===== config.mk =====
export PLATFORM = sky130hd
export DESIGN_NAME = corr_packet_decoder
export DESIGN_NICKNAME = d
export VERILOG_FILES = /design/src/rtl/corr_packet_decoder.sv
export SDC_FILE = /design/constraint.sdc
export NUM_CORES = 1
export LEC_CHECK = 0
export CORE_MARGIN = 4
export CORE_UTILIZATION = 45
export DETAILED_ROUTE_END_ITERATION = 6
export PLACE_DENSITY_LB_ADDON = 0.15
export SYNTH_ARGS = -nofsm -noshare
export SYNTH_HDL_FRONTEND = slang
export SYNTH_SLANG_ARGS = --single-unit

===== constraint.sdc =====
create_clock -name clk -period 4.5 [get_ports clk]
set_input_delay 0.9 -clock clk [delete_from_list [all_inputs] [get_ports clk]]
set_output_delay 0.9 -clock clk [all_outputs]
set_load 0.01 [all_outputs]

===== src/rtl/corr_packet_decoder.sv =====
// corr_packet_decoder: reassembles one ASCII-hex correlator packet.
// Define CORR_PACKET_DECODER_HDR_CHECK_EN to reject mismatched headers.
module corr_packet_decoder #(
   parameter int RESOLUTION    = 24,
   parameter int PAYLOAD_WORDS = 4,
   parameter int NUM_INPUTS    = 8
) (
   input  logic                  clk,
   input  logic                  reset,
   input  logic [7:0]            rx_data,
   input  logic                  rx_valid,
   output logic [15:0]           tick,
   output logic [3:0]            flags,
   output logic [7:0]            lag_cross,
   output logic [7:0]            lag_auto,
   output logic [11:0]           delay_size,
   output logic [7:0]            num_inputs,
   output logic [7:0]            resolution,
   output logic                  hdr_valid,
   output logic [RESOLUTION-1:0] word_data,
   output logic [15:0]           word_index,
   output logic                  word_valid,
   output logic [63:0]           timestamp,
   output logic                  pkt_done,
   output logic                  pkt_error
);

   localparam int         NPW       = RESOLUTION / 4;
   localparam logic [5:0] FLD_LAST  = 6'd15;
   localparam logic [5:0] WORD_LAST = 6'(NPW - 1);
   localparam logic [15:0] LAST_WORD = 16'(PAYLOAD_WORDS - 1);
   localparam logic [7:0] RES8      = 8'(RESOLUTION);
   localparam logic [7:0] NI8       = 8'(NUM_INPUTS - 1);
`ifdef CORR_PACKET_DECODER_HDR_CHECK_EN
   localparam logic       CHK_EN    = 1'b1;
`else
   localparam logic       CHK_EN    = 1'b0;
`endif

   typedef enum logic [2:0] {
      S_HEADER,
      S_PAYLOAD,
      S_FOOTER,
      S_WAIT_EOP,
      S_DISCARD
   } state_t;

   state_t                  state;
   logic [5:0]              nib_cnt;
   logic [15:0]             word_cnt;
   logic [63:0]             hdr_sr;
   logic [63:0]             ts_sr;
   logic [RESOLUTION-1:0]   word_sr;
   logic                    chk_fail;

   logic                    is_hex;
   logic                    is_cr;
   logic                    is_ws;
   logic [3:0]              nib;
   logic [63:0]             hdr_next;
   logic [63:0]             ts_next;
   logic [RESOLUTION-1:0]   word_next;
   logic                    hdr_bad;

   always_comb begin
      is_hex = 1'b0;
      nib    = 4'd0;
      is_cr  = (rx_data == 8'h0D);
      is_ws  = (rx_data == 8'h0A) || (rx_data == 8'h20);
      unique case (1'b1)
         (rx_data >= 8'h30 && rx_data <= 8'h39): begin
            is_hex = 1'b1;
            nib    = rx_data[3:0];
         end
         (rx_data >= 8'h41 && rx_data <= 8'h46),
         (rx_data >= 8'h61 && rx_data <= 8'h66): begin
            is_hex = 1'b1;
            nib    = rx_data[3:0] + 4'd9;
         end
         default: begin
            is_hex = 1'b0;
            nib    = 4'd0;
         end
      endcase
   end

   always_comb begin
      hdr_next  = {hdr_sr[59:0], nib};
      ts_next   = {ts_sr[59:0], nib};
      word_next = RESOLUTION'({word_sr, nib});
      hdr_bad   = CHK_EN &&
                  ((hdr_next[63:56] != RES8) ||
                   (hdr_next[55:48] != NI8));
   end

   always_ff @(posedge clk) begin
      if (reset) begin
         state      <= S_HEADER;
         nib_cnt    <= 6'd0;
         word_cnt   <= 16'd0;
         hdr_sr     <= 64'd0;
         ts_sr      <= 64'd0;
         word_sr    <= '0;
         chk_fail   <= 1'b0;
         tick       <= 16'd0;
         flags      <= 4'd0;
         lag_cross  <= 8'd0;
         lag_auto   <= 8'd0;
         delay_size <= 12'd0;
         num_inputs <= 8'd0;
         resolution <= 8'd0;
         hdr_valid  <= 1'b0;
         word_data  <= '0;
         word_index <= 16'd0;
         word_valid <= 1'b0;
         timestamp  <= 64'd0;
         pkt_done   <= 1'b0;
         pkt_error  <= 1'b0;
      end else begin
         hdr_valid  <= 1'b0;
         word_valid <= 1'b0;
         pkt_done   <= 1'b0;
         // a rejected header reports its error one cycle after hdr_valid
         pkt_error  <= chk_fail;
         chk_fail   <= 1'b0;
         if (rx_valid && !is_ws) begin
            if (state == S_DISCARD) begin
               if (is_cr)
                  state <= S_HEADER;
            end else if (is_cr) begin
               if (state == S_WAIT_EOP)
                  pkt_done  <= 1'b1;
               else
                  pkt_error <= 1'b1;
               state    <= S_HEADER;
               nib_cnt  <= 6'd0;
               word_cnt <= 16'd0;
            end else if (!is_hex || state == S_WAIT_EOP) begin
               pkt_error <= 1'b1;
               state     <= S_DISCARD;
               nib_cnt   <= 6'd0;
               word_cnt  <= 16'd0;
            end else begin
               unique case (state)
                  S_HEADER: begin
                     hdr_sr <= hdr_next;
                     if (nib_cnt == FLD_LAST) begin
                        nib_cnt    <= 6'd0;
                        hdr_valid  <= 1'b1;
                        resolution <= hdr_next[63:56];
                        num_inputs <= hdr_next[55:48];
                        delay_size <= hdr_next[47:36];
                        lag_auto   <= hdr_next[35:28];
                        lag_cross  <= hdr_next[27:20];
                        flags      <= hdr_next[19:16];
                        tick       <= hdr_next[15:0];
                        if (hdr_bad) begin
                           chk_fail <= 1'b1;
                           state    <= S_DISCARD;
                        end else if (PAYLOAD_WORDS == 0) begin
                           state <= S_FOOTER;
                        end else begin
                           state <= S_PAYLOAD;
                        end
                     end else begin
                        nib_cnt <= nib_cnt + 6'd1;
                     end
                  end
                  S_PAYLOAD: begin
                     word_sr <= word_next;
                     if (nib_cnt == WORD_LAST) begin
                        nib_cnt    <= 6'd0;
                        word_data  <= word_next;
                        word_index <= word_cnt;
                        word_valid <= 1'b1;
                        if (word_cnt == LAST_WORD) begin
                           word_cnt <= 16'd0;
                           state    <= S_FOOTER;
                        end else begin
                           word_cnt <= word_cnt + 16'd1;
                        end
                     end else begin
                        nib_cnt <= nib_cnt + 6'd1;
                     end
                  end
                  S_FOOTER: begin
                     ts_sr <= ts_next;
                     if (nib_cnt == FLD_LAST) begin
                        nib_cnt   <= 6'd0;
                        timestamp <= ts_next;
                        state     <= S_WAIT_EOP;
                     end else begin
                        nib_cnt <= nib_cnt + 6'd1;
                     end
                  end
                  default: begin
                     state <= S_DISCARD;
                  end
               endcase
            end
         end
      end
   end

endmodule


# Word level (Yosys, flattened, before mapping)
# Cells that the tools add are included.
[classes]
reduce_logical = 28
n_lt_le_gt_ge = 6
bitwise = 6
n_eq_ne = 15
muxes = 27
add_sub_neg = 3
[op_table]
columns = ["operator", "n"]
rows = [
  ["$mux W16", 5],
  ["$mux W3", 8],
  ["$mux W6", 4],
  ["$reduce_and A6 Y1", 4],
  ["$add A16 B1 Y16 const B", 1],
  ["$eq A16 B2 Y1 const B", 1],
  ["$eq A8 B4 Y1 const B", 2],
  ["$ge A8 B7 Y1 const B", 2],
  ["$le A8 B7 Y1 const B", 2],
  ["$ne A4 B4 Y1 const B", 4],
  ["$reduce_and A5 Y1", 3],
  ["$pmux W6 S2", 1],
  ["$reduce_or A6 Y1", 2],
  ["$pmux W3 S3", 1],
  ["$eq A8 B6 Y1 const B", 1],
  ["$ge A8 B6 Y1 const B", 1],
  ["$le A8 B6 Y1 const B", 1],
  ["$pmux W4 S2", 1],
  ["$mux W1", 7],
  ["$add A6 B1 Y6 const B", 1],
  ["$eq A3 B2 Y1 const B", 2],
  ["$eq A6 B3 Y1 const B", 1],
  ["$eq A6 B4 Y1 const B", 1],
  ["$not A1 Y1", 6],
  ["other kinds (15)", 23],
]
[word_totals]
ff_bits = 337
input_bits = 11
out_inout_bits = 172

# Longest topological paths before layout
# Gate-level depths: netlist of the first run.
[logic_depth]
ltp_word = 9
mapped_depth = 12

# Worst setup path after synthesis of the first run
# Ideal clock, no wire load.
[synth_timing]
kind = "input port to flip-flop"
start = "input port rx_data[0]"
end = "register word_data[16]"
path_buffers = 2
setup_ns = 0.132
stages = 10
setup_slack_ns = 1.604
arrival_time_ns = 2.764
cell_sequence = "inv_1 -> ha_1 -> o21bai_4 -> a2111oi_4 -> o21ai_2 -> or3_1 -> clkbuf_1 -> buf_2 -> nand2_1 -> a21oi_1"
[synth_via]
elab_chain_cells = 8
[synth_lines]
columns = ["item", "line_no", "text"]
rows = [
  ["start: declaration", "10", "input logic [7:0] rx_data,"],
  ["$ge A8 B6 Y1, or another cell as far along", "71", "(rx_data >= 8'h30 && rx_data <= 8'h39): begin"],
  ["$logic_and A1 B1 Y1 (on tied branches)", "71, 75, 76", ""],
  ["$reduce_or A3 Y1 (no source line)", "n/a", ""],
  ["$mux W1", "70", "unique case (1'b1)"],
  ["$logic_not A1 Y1", "138", "end else if (!is_hex || state == S_WAIT_EOP) begin"],
  ["$logic_or A1 B1 Y1", "138", ""],
  ["$not A1 Y1 (no source line)", "n/a", ""],
  ["$reduce_and A6 Y1 (no source line) (*)", "n/a", ""],
  ["end signal: assignment", "173", "word_data <= word_next;"],
  ["end: declaration", "20", "output logic [RESOLUTION-1:0] word_data,"],
]
# Every way passes the cells marked *; elsewhere a longest branch is shown, timed or not.
# A chain may end at the register's enable or synchronous reset.

# Worst setup path in the final report of the first run
[layout_timing]
start = "input port rx_data[3]"
end = "register timestamp[26]"
[layout_via]
elab_chain_cells = 8
[layout_lines]
columns = ["item", "line_no", "text"]
rows = [
  ["$ge A8 B6 Y1, or another cell as far along", "71", ""],
  ["$logic_and A1 B1 Y1 (on tied branches)", "71, 75, 76", ""],
  ["$reduce_or A3 Y1 (no source line)", "n/a", ""],
  ["$mux W1", "70", ""],
  ["$logic_not A1 Y1", "138", ""],
  ["$logic_or A1 B1 Y1", "138", ""],
  ["$not A1 Y1 (no source line)", "n/a", ""],
  ["$reduce_and A6 Y1 (no source line) (*)", "n/a", ""],
  ["end signal: assignment", "190", "timestamp <= ts_next;"],
  ["end: declaration", "23", "output logic [63:0] timestamp,"],
]
# Marked as above.

==> results of run 1 <==
## how the worst max path moves through the flow
stage                     slack [ns]  depth (start not counted)       endpoint
after floorplan                 1.60                         10  word_data[16]
after global placement          0.62                          8  timestamp[43]
after detailed placement        0.62                         10  timestamp[26]
after CTS                       1.12                          8  timestamp[26]
after global routing            0.89                          8  timestamp[43]
final                           1.06                          8  timestamp[26]
## layout make-up
cell class | instances | area share (%)
clock buffer | 58 | 7.42
clock inverter | 11 | 0.576
inverter | 6 | 0.144
multi-input combinational | 1070 | 32.4
sequential | 337 | 43.2
tap | 341 | 2.73
timing repair buffer | 205 | 13.6
## cell usage after synthesis (3+ instances only)
cell        n  area share [%]
and3_1      5            0.25
nor3_1      5            0.20
and2_1      5            0.25
nand2_1   561              17
nor4_1      6            0.30
and4_1      3            0.21
dfxtp_1   337              55
ha_1        8            0.81
buf_2      30             1.2
clkbuf_1   65             2.0
o32ai_1     3            0.21
nand4_1    14            0.71
buf_4       9            0.55
nand3_1    15            0.61
nor2_1     52             1.6
buf_6       5            0.46
inv_1       6            0.18
o21ai_0    12            0.49
mux2i_1    19             1.5
xor2_1     14            0.99
a21oi_1   289              12
nand3b_1    8            0.49
a211oi_1   10            0.61
nand4b_1    3            0.21
or3_1       5            0.25
and3b_1     3            0.21
nand2b_1    4            0.20
## layer usage
layer / track usage (%) / vias up / wire length, um
met4: 5.09 / 0 / 571
li1: - / 5292 / -
met5: 0 / - / 0
met3: 4.14 / 43 / 1510
met2: 30.9 / 191 / 13700
met1: 25.7 / 4811 / 13700
## flip-flops by register name, indices dropped and copies added (netlist names)
name	flops
lag_auto	8
pkt_error	1
tick	16
word_data	24
lag_cross	8
pkt_done	1
resolution	8
word_cnt	16
nib_cnt	6
num_inputs	8
word_sr	20
flags	4
ts_sr	60
word_index	16
word_valid	1
delay_size	12
state	3
timestamp	64
hdr_sr	60
hdr_valid	1
## cells in the final DEF, fill, tap and decap left out, types with 2 or more instances in the layout
master	n
nand2_1	561
dfxtp_1	337
a21oi_1	289
clkdlybuf4s50_1	181
nor2_1	52
clkbuf_16	41
mux2i_1	19
nand3_1	15
nand4_1	14
xor2_1	14
buf_4	13
o21ai_0	12
a211oi_1	10
clkbuf_1	10
buf_12	10
nand3b_1	8
ha_1	8
clkbuf_8	7
clkinv_2	7
inv_1	6
nor4_1	6
and2_1	5
nor3_1	5
or3_1	5
and3_1	5
nand2b_1	4
and3b_1	3
nand4b_1	3
o32ai_1	3
nor4b_1	2
a31oi_1	2
a21boi_0	2
and4_2	2
o21ai_1	2
nor3b_1	2
a21o_1	2
## critical path, cell delays in order
cell and delay [ns]:
clkdlybuf4s50_1 0.57, nor4b_1 0.52, o211a_1 0.40, o21a_1 0.35, and4_2 0.66, buf_12 0.23
nand2_1 0.07, a21oi_1 0.16
## stage by stage
step                      utilization (%)  hold slack [ns]  cells  setup WS (ns)
final                                58.0            0.445   2028           1.06
after global routing                 58.0            0.468   2028          0.887
after CTS                            58.0            0.451   2028           1.12
after detailed placement             53.4            0.444   1959          0.621
after global placement               53.4            0.441   1959          0.621
after floorplan                         -            0.432   1523           1.60
## report_power, final
part / switching [uW] / internal [uW]
Clock: 1190 / 1840
Sequential: 3.93 / 2990
Combinational: 90.8 / 30.3
Total: 1280 / 4860
## cells by family (layout without fill, tap and decap cells)
logic type,count (synthesis),after routing
compound gates,330,330
mux,19,19
fa+ha+maj,8,8
buf+inv,116,280
xor+xnor,14,14
simple gates,699,699
flops,337,337
==> out/metrics.cfg, run 1 <==
[die]
rows = 60
die_area_mm2 = 0.0301
core_mm2 = 0.0270
initial_core_util_pct = 45.8
die_w_um = 174
ios = 183
die_h_um = 174

[clock_tree]
clock_latency_ns = 0.51
cts_tree = done
clk_pin_slew_ns = 0.06
postCtsHoldBufs = 0
cts_setup_buffers = 0
htreeDepth = 2
clockBufferDepth = 3
cts_root_buf = clkbuf_16
cts.sinks = 337
cts_buffers = 38
cts_resized = 0

[setup_path]
path_class = in2reg
cp-end-kind = flip-flop
r2r-end = timestamp[26]
worstRegToRegCells = 8
crit_path_start_kind = input pin
crit_start = rx_data[3]
worst_ep_required_time_ns = 4.93
rrSetupSlack_ns = 1.69
critPathMaxFanout = 25
r2r_start = nib_cnt[0]
critPathArrivalTime_ns = 3.86

[timing]
finalCriticalPeriod_ns = 3.44
hold_viol = 0
tns_ns = 0
max_freq_ghz = 0.291
fin_crit_sh_pct = 76.4
skew_ns = 0.0157
worst_slew_pin_slew_ns = 0.996
rsz0062_at_grt = no
setup_viol = 0
maxSlewHeadroom_pct = 33.6
slew_violations = 0

[hold_path]
worstHoldPathType = reg2reg
worstHoldStart = timestamp[39]
hold_path_depth = 2
min_to = timestamp[39]

[final_layout]
multi_input_area_mm2 = 0.00506
nets = 1677
seqCellArea_mm2 = 0.00675
drive_gt1_share_pct = 5.45
area_growth_pct = 26.7
n_fill_cell = 2455
final_area_mm2 = 0.0156
diodes = 0

[yosys]
synthSimpleGateAreaFrac_pct = 23.3
ys_ff_latch = 337
yosys.area_share.xor_xnor_pct = 0.994
yosys_warnings = 0
synth_mux_area_share_pct = 1.54
synth-async-reset-ratio_pct = 0
syn-num-nets = 1542
synthAdderAreaFrac_pct = 0.812
synth_area_mm2 = 0.0123
synth_compound_area_share_pct = 14.2
synth_edf_count = 0
netlist-cell-type-count = 48
synth_flop_cell = dfxtp_1
synth_top_family_by_area = simple AND/OR/NAND/NOR gates
avgSynthCellArea_um2 = 8.10
ys_seq_area_share_pct = 54.7
netlist_instances = 1523

[global_route]
grt_pass1_vias = 9807
grt_pass1_wl_mm = 49.2
grt_overflow_total = 0
antenna_found_initial = 0
grt_max_degree = 161
track_usage_pct = 19.0

[outcome]
status = complete, no violations

[routing]
antenna_left = 0
detail_route.wl_per_cell_um = 14.5
drc = 0
via_per_inst = 5.10
routed_wl_mm = 29.5
vias = 10337
first_pass_iters = 5
drtIter0Drc = 570

[pwr]
ir_worst_vdd_uv = 240
power_density_mw_per_mm2 = 393
power_uw = 6140
p_leak_uw = 0.00523

[placed_design]
routabilityCongestion = 0.801
io_buffers = 182
place_area_mm2 = 0.0144
hpwl_mm = 18.4

[job]
max_cap_viol_count = 0

No activity file was read; power rests on OpenSTA's default activity.
==> inputs of run 2 (changes only) <==
==> constraint.sdc (replaced) <==
create_clock -name clk -period 3.29 [get_ports clk]
set_input_delay 0.658 -clock clk [delete_from_list [all_inputs] [get_ports clk]]
set_output_delay 0.658 -clock clk [all_outputs]
set_load 0.01 [all_outputs]
==> out/metrics.cfg, run 2 (synthesis results as in run 1) <==
[die]
die_w_um = 174  ; unchanged
ios = 183  ; unchanged
initial_core_util_pct = 45.8  ; unchanged
rows = 60  ; unchanged
core_mm2 = 0.0270  ; unchanged
die_area_mm2 = 0.0301  ; unchanged
die_h_um = 174  ; unchanged

[final_layout]
largestRegisters = timestamp x64, hdr_sr x60, ts_sr x60
largest_register_ff_count = 64  ; unchanged
diodes = 0  ; unchanged
n_fill_cell = 2465  ; +0.41%
instances_no_fill = 2045  ; +0.84%
final_common_cell = nand2_1
mostFrequentLayoutCells = nand2_1, dfxtp_1, a21oi_1
regMostFlops = timestamp
nets = 1697  ; +1.2%
area_growth_pct = 27.3
drive_gt1_share_pct = 6.34  ; +0.88 points

[pwr]
p_leak_uw = 0.00529  ; +0.99%
power_density_mw_per_mm2 = 514  ; +31%
ir_worst_vdd_uv = 477  ; +99%

[setup_path]
crit_path_start_kind = input pin
r2r-end = num_inputs[4]
critPathMaxFanout = 24  ; -4.0%
crit_start = rx_data[0]
slowest_stage = clkdlybuf4s50_1
timing.critical_path.buf_inv = 3  ; +1
crit_family = compound AO/OA/AOI/OAI gates
crit_path_cell_trace = clkdlybuf4s50_1 > inv_1 > ha_1 > o21bai_4 > a2111oi_4 > o21ai_2 > or3_1 > buf_4 > nand2_1 > a21oi_1
rrSetupSlack_ns = 0.71  ; -0.98 ns
worst_ep_required_time_ns = 3.64  ; -1.29 ns
worstRegToRegCells = 9  ; +1
path_class = in2reg
cp-end-kind = flip-flop
critPathArrivalTime_ns = 3.21  ; -0.65 ns
r2r_start = nib_cnt[0]
crit_path_max_incr_delay_ns = 0.49  ; -0.17 ns

[global_route]
grt_pass1_vias = 9742  ; -0.66%
grt_max_degree = 109  ; -32%
antenna_found_initial = 0  ; unchanged
track_usage_pct = 18.8  ; -0.18 points
grt_pass1_wl_mm = 48.9  ; -0.52%
grt_overflow_total = 0  ; unchanged

[timing]
fin_ws_ns = 0.434  ; -0.628 ns
skew_ns = 0.0130  ; -0.00272 ns
finalCriticalPeriod_ns = 2.86
max_freq_ghz = 0.350
maxSlewHeadroom_pct = 48.7  ; +15 points
fin_crit_sh_pct = 86.8
rsz0062_at_grt = no
slew_violations = 0  ; unchanged
tns_ns = 0  ; unchanged
setup_viol = 0  ; unchanged
worst_slew_pin_slew_ns = 0.763  ; -0.233 ns
hold_viol = 0  ; unchanged

[routing]
detail_route.wl_per_cell_um = 14.4  ; -0.93%
first_pass_iters = 6  ; +1
routed_wl_mm = 29.5  ; about the same
vias = 10473  ; +1.3%
drc = 0  ; unchanged
drtIter0Drc = 782  ; +37%
via_per_inst = 5.12  ; +0.47%
antenna_left = 0  ; unchanged

[placed_design]
routabilityCongestion = 0.855  ; +6.7%
pre_cts_slack_ns = -0.0783  ; -0.700 ns
io_buffers = 182  ; unchanged
placedCellCount = 1981  ; +1.1%
hpwl_mm = 18.8  ; +2.5%

[hold_path]
worstHoldPathType = reg2reg
worstHoldStart = timestamp[44]
hold_path_depth = 2  ; unchanged
min_to = timestamp[44]

[clock_tree]
postCtsHoldBufs = 0  ; unchanged
clk_pin_slew_ns = 0.06  ; about the same
cts_resized = 0  ; unchanged
cts_tree = done
cts_setup_buffers = 0  ; unchanged
cts_buffers = 36  ; -5.3%
clockBufferDepth = 3  ; unchanged
cts_root_buf = clkbuf_16
cts.sinks = 337  ; unchanged
htreeDepth = 2  ; unchanged
clock_latency_ns = 0.51  ; about the same

[job]
max_cap_viol_count = 0  ; unchanged

[outcome]
status = complete, no violations

==> run 2: routing by layer <==
layer | GRT usage, % | part of all wire, % | vias to the layer above
li1 | - | - | 5323
met5 | 0 | 0 | -
met1 | 26.3 | 47 | 4886
met3 | 3.69 | 5.2 | 28
met4 | 4.06 | 1.4 | 0
met2 | 30.4 | 46 | 236
==> run 2: cell type report <==
cell class,count,area (um^2),area share (%)
Clock inverter,9,57.6,0.367
Timing Repair Buffer,227,2330,14.8
Multi-Input combinational cell,1070,5060,32.2
Tap cell,341,427,2.72
Sequential cell,337,6750,43.0
Inverter,6,22.5,0.143
Clock buffer,55,1060,6.77
==> run 2: worst register-to-register path, stage by stage (launching register included) <==
cell and delay [ns]:
dfxtp_1 0.40, ha_1 0.25, nand3_1 0.13, nand2b_1 0.19, nor3_1 0.60, nor4b_4 0.32, buf_4 0.22, buf_4 0.21
nand2_1 0.07, a21oi_1 0.13
==> run 2: through the flow <==
stage | cell area, um^2 | total power (uW) | util, % | hold WS (ns)
after floorplan | 12300 | 4290 | - | 0.432
after global placement | 14600 | 4360 | 54.1 | 0.439
after detailed placement | 14600 | 4360 | 54.1 | 0.443
after CTS | 15700 | 8180 | 58.3 | 0.451
after global routing | 15700 | 8370 | 58.3 | 0.464
final | 15700 | 8070 | 58.3 | 0.447
==> run 2: report_power, final <==
part           switching [uW]  internal, uW  leakage, uW
Combinational             127          57.0      0.00202
Clock                    1560          2230     0.000548
Sequential               5.22          4080      0.00271
==> run 2: worst max-delay path by stage <==
stage	endpoint	slack, ns	cells after the start
after floorplan	word_data[16]	0.64	10
after global routing	num_inputs[4]	0.19	11
after CTS	resolution[6]	0.45	11
after detailed placement	resolution[6]	-0.08	11
final	word_data[23]	0.43	10
after global placement	resolution[6]	-0.008	11
==> inputs of run 3 (changes only) <==
--- a/config.mk
+++ b/config.mk
@@ -6,9 +6,10 @@
 export NUM_CORES = 1
 export LEC_CHECK = 0
 export CORE_MARGIN = 4
-export CORE_UTILIZATION = 45
+export CORE_UTILIZATION = 28
 export DETAILED_ROUTE_END_ITERATION = 6
 export PLACE_DENSITY_LB_ADDON = 0.15
+export SKIP_LAST_GASP = 1
 export SYNTH_ARGS = -nofsm -noshare
 export SYNTH_HDL_FRONTEND = slang
 export SYNTH_SLANG_ARGS = --single-unit
==> out/metrics.cfg, run 3 (synthesis results as in run 1) <==
[clock_tree]
cts_tree = done
postCtsHoldBufs = 0  ; unchanged
htreeDepth = 2  ; unchanged
cts_setup_buffers = 0  ; unchanged
clockBufferDepth = 3  ; unchanged
cts.sinks = 337  ; unchanged
clock_latency_ns = 0.54  ; +0.03 ns
cts_resized = 0  ; unchanged
cts_buffers = 39  ; +8.3%
cts_root_buf = clkbuf_16
clk_pin_slew_ns = 0.06  ; about the same

[die]
die_h_um = 218  ; +26%
rows = 76  ; +27%
die_area_mm2 = 0.0475  ; +58%
ios = 183  ; unchanged
initial_core_util_pct = 28.5  ; -17 points
die_w_um = 218  ; +26%
core_mm2 = 0.0433  ; +61%

[timing]
tns_ns = 0  ; unchanged
rsz0062_at_grt = no
hold_viol = 0  ; unchanged
finalCriticalPeriod_ns = 2.84  ; -0.0127 ns
worst_slew_pin_slew_ns = 0.826  ; +0.0628 ns
skew_ns = 0.0155  ; +0.00255 ns
max_freq_ghz = 0.352  ; +0.45%
slew_violations = 0  ; unchanged
fin_ws_ns = 0.446  ; +0.0127 ns
maxSlewHeadroom_pct = 44.9  ; -3.8 points
fin_crit_sh_pct = 86.4  ; -0.39 points
setup_viol = 0  ; unchanged

[routing]
antenna_left = 0  ; unchanged
routed_wl_mm = 33.7  ; +15%
vias = 10370  ; -0.98%
first_pass_iters = 4  ; -2
via_per_inst = 4.54  ; -11%
drc = 0  ; unchanged
drtIter0Drc = 529  ; -32%
detail_route.wl_per_cell_um = 14.8  ; +2.6%

[setup_path]
endpoint = delay_size[7]
r2r_start = nib_cnt[0]
rrSetupSlack_ns = 0.76  ; +0.05 ns
crit_start = rx_data[0]
path_class = in2reg
cp-end-kind = flip-flop
worstRegToRegCells = 9  ; unchanged
r2r-end = tick[9]
crit_path_start_kind = input pin
critPathMaxFanout = 64  ; +170%
critPathArrivalTime_ns = 3.23  ; +0.02 ns
worst_ep_required_time_ns = 3.67  ; +0.03 ns

[global_route]
grt_overflow_total = 0  ; unchanged
grt_pass1_wl_mm = 55.2  ; +13%
track_usage_pct = 14.1  ; -4.7 points
grt_most_used_layer = met2
grt_max_degree = 124  ; +14%
antenna_found_initial = 0  ; unchanged
met3_usage_pct = 3.43  ; -0.26 points
grt_pass1_vias = 10180  ; +4.5%
grtUsageMet1_pct = 19.0  ; -7.2 points
grtUsageMet2_pct = 22.3  ; -8.1 points

[final_layout]
largestRegisters = timestamp x64, hdr_sr x60, ts_sr x60
diodes = 0  ; unchanged
regMostFlops = timestamp
drive_gt1_share_pct = 5.95  ; -0.39 points
area_growth_pct = 30.3
nets = 1696  ; -0.059%
final_common_cell = nand2_1
mostFrequentLayoutCells = nand2_1, dfxtp_1, a21oi_1
n_fill_cell = 4517  ; +83%
largest_register_ff_count = 64  ; unchanged

[hold_path]
worstHoldPathType = reg2reg

[outcome]
status = complete, no violations

[placed_design]
routabilityCongestion = 0.764  ; -11%
hpwl_mm = 21.5  ; +14%
pre_cts_slack_ns = -0.101  ; -0.0226 ns
io_buffers = 182  ; unchanged

[pwr]
p_leak_uw = 0.00530  ; +0.32%
power_uw = 8380  ; +3.8%
power_density_mw_per_mm2 = 521  ; +1.5%
ir_worst_vdd_uv = 313  ; -34%

[job]
max_cap_viol_count = 0  ; unchanged

run 3: cell types whose count changed in the layout (fill, tap and decap cells not counted), sizes merged:
cell      previous run  this run
buf                 46        42
clkinvlp             2         1
bufinv               0         2
clkbuf              55        56
inv                  8         7
clkinv               5         1
run 3: how the worst min path moves through the flow:
stage               slack [ns]          start  cells after the start             to
global route              0.46  timestamp[44]                      2  timestamp[44]
floorplan                 0.43    word_sr[16]                      2  word_data[20]
detailed placement        0.44  timestamp[40]                      2  timestamp[40]
global placement          0.44  timestamp[52]                      2  timestamp[52]
CTS                       0.45  timestamp[52]                      2  timestamp[52]
finish                    0.45  timestamp[52]                      2  timestamp[52]
run 3: cell type report:
class	instances	area [um^2]	share of cell area, %
Sequential cell	337	6750	42.0
Clock inverter	5	81.3	0.506
Inverter	6	22.5	0.140
Clock buffer	56	1100	6.85
Timing Repair Buffer	223	2320	14.5
Tap cell	585	732	4.56
Multi-Input combinational cell	1070	5060	31.5
run 3: per-layer routing:
layer,vias to the layer above,share of wire (%)
met5,-,0
met3,43,5.2
met4,0,2.0
met1,4824,47
met2,186,45
li1,5317,-
run 3: critical path: stages:
cell and delay [ns]:
clkdlybuf4s50_1 0.45, inv_1 0.12, ha_1 0.23, o21bai_4 0.09
a2111oi_4 0.50, o21a_1 0.34, buf_4 0.17, nand4b_1 0.13
buf_12 0.23, nand2_1 0.14, a21oi_1 0.07
run 3: metrics by stage:
step	area, um^2	util (%)	cells	hold slack, ns
2_1_floorplan	12300	-	1523	0.432
3_3_place_gp	14900	34.4	2221	0.442
3_5_place_dp	14900	34.4	2221	0.445
4_1_cts	16100	37.1	2282	0.452
5_1_grt	16100	37.1	2282	0.464
6_report	16100	37.1	2282	0.448
run 3: power by group:
part	switching (uW)	internal [uW]
registers	5.51	4090
logic	132	58.3
clock network	1640	2460
total	1780	6600
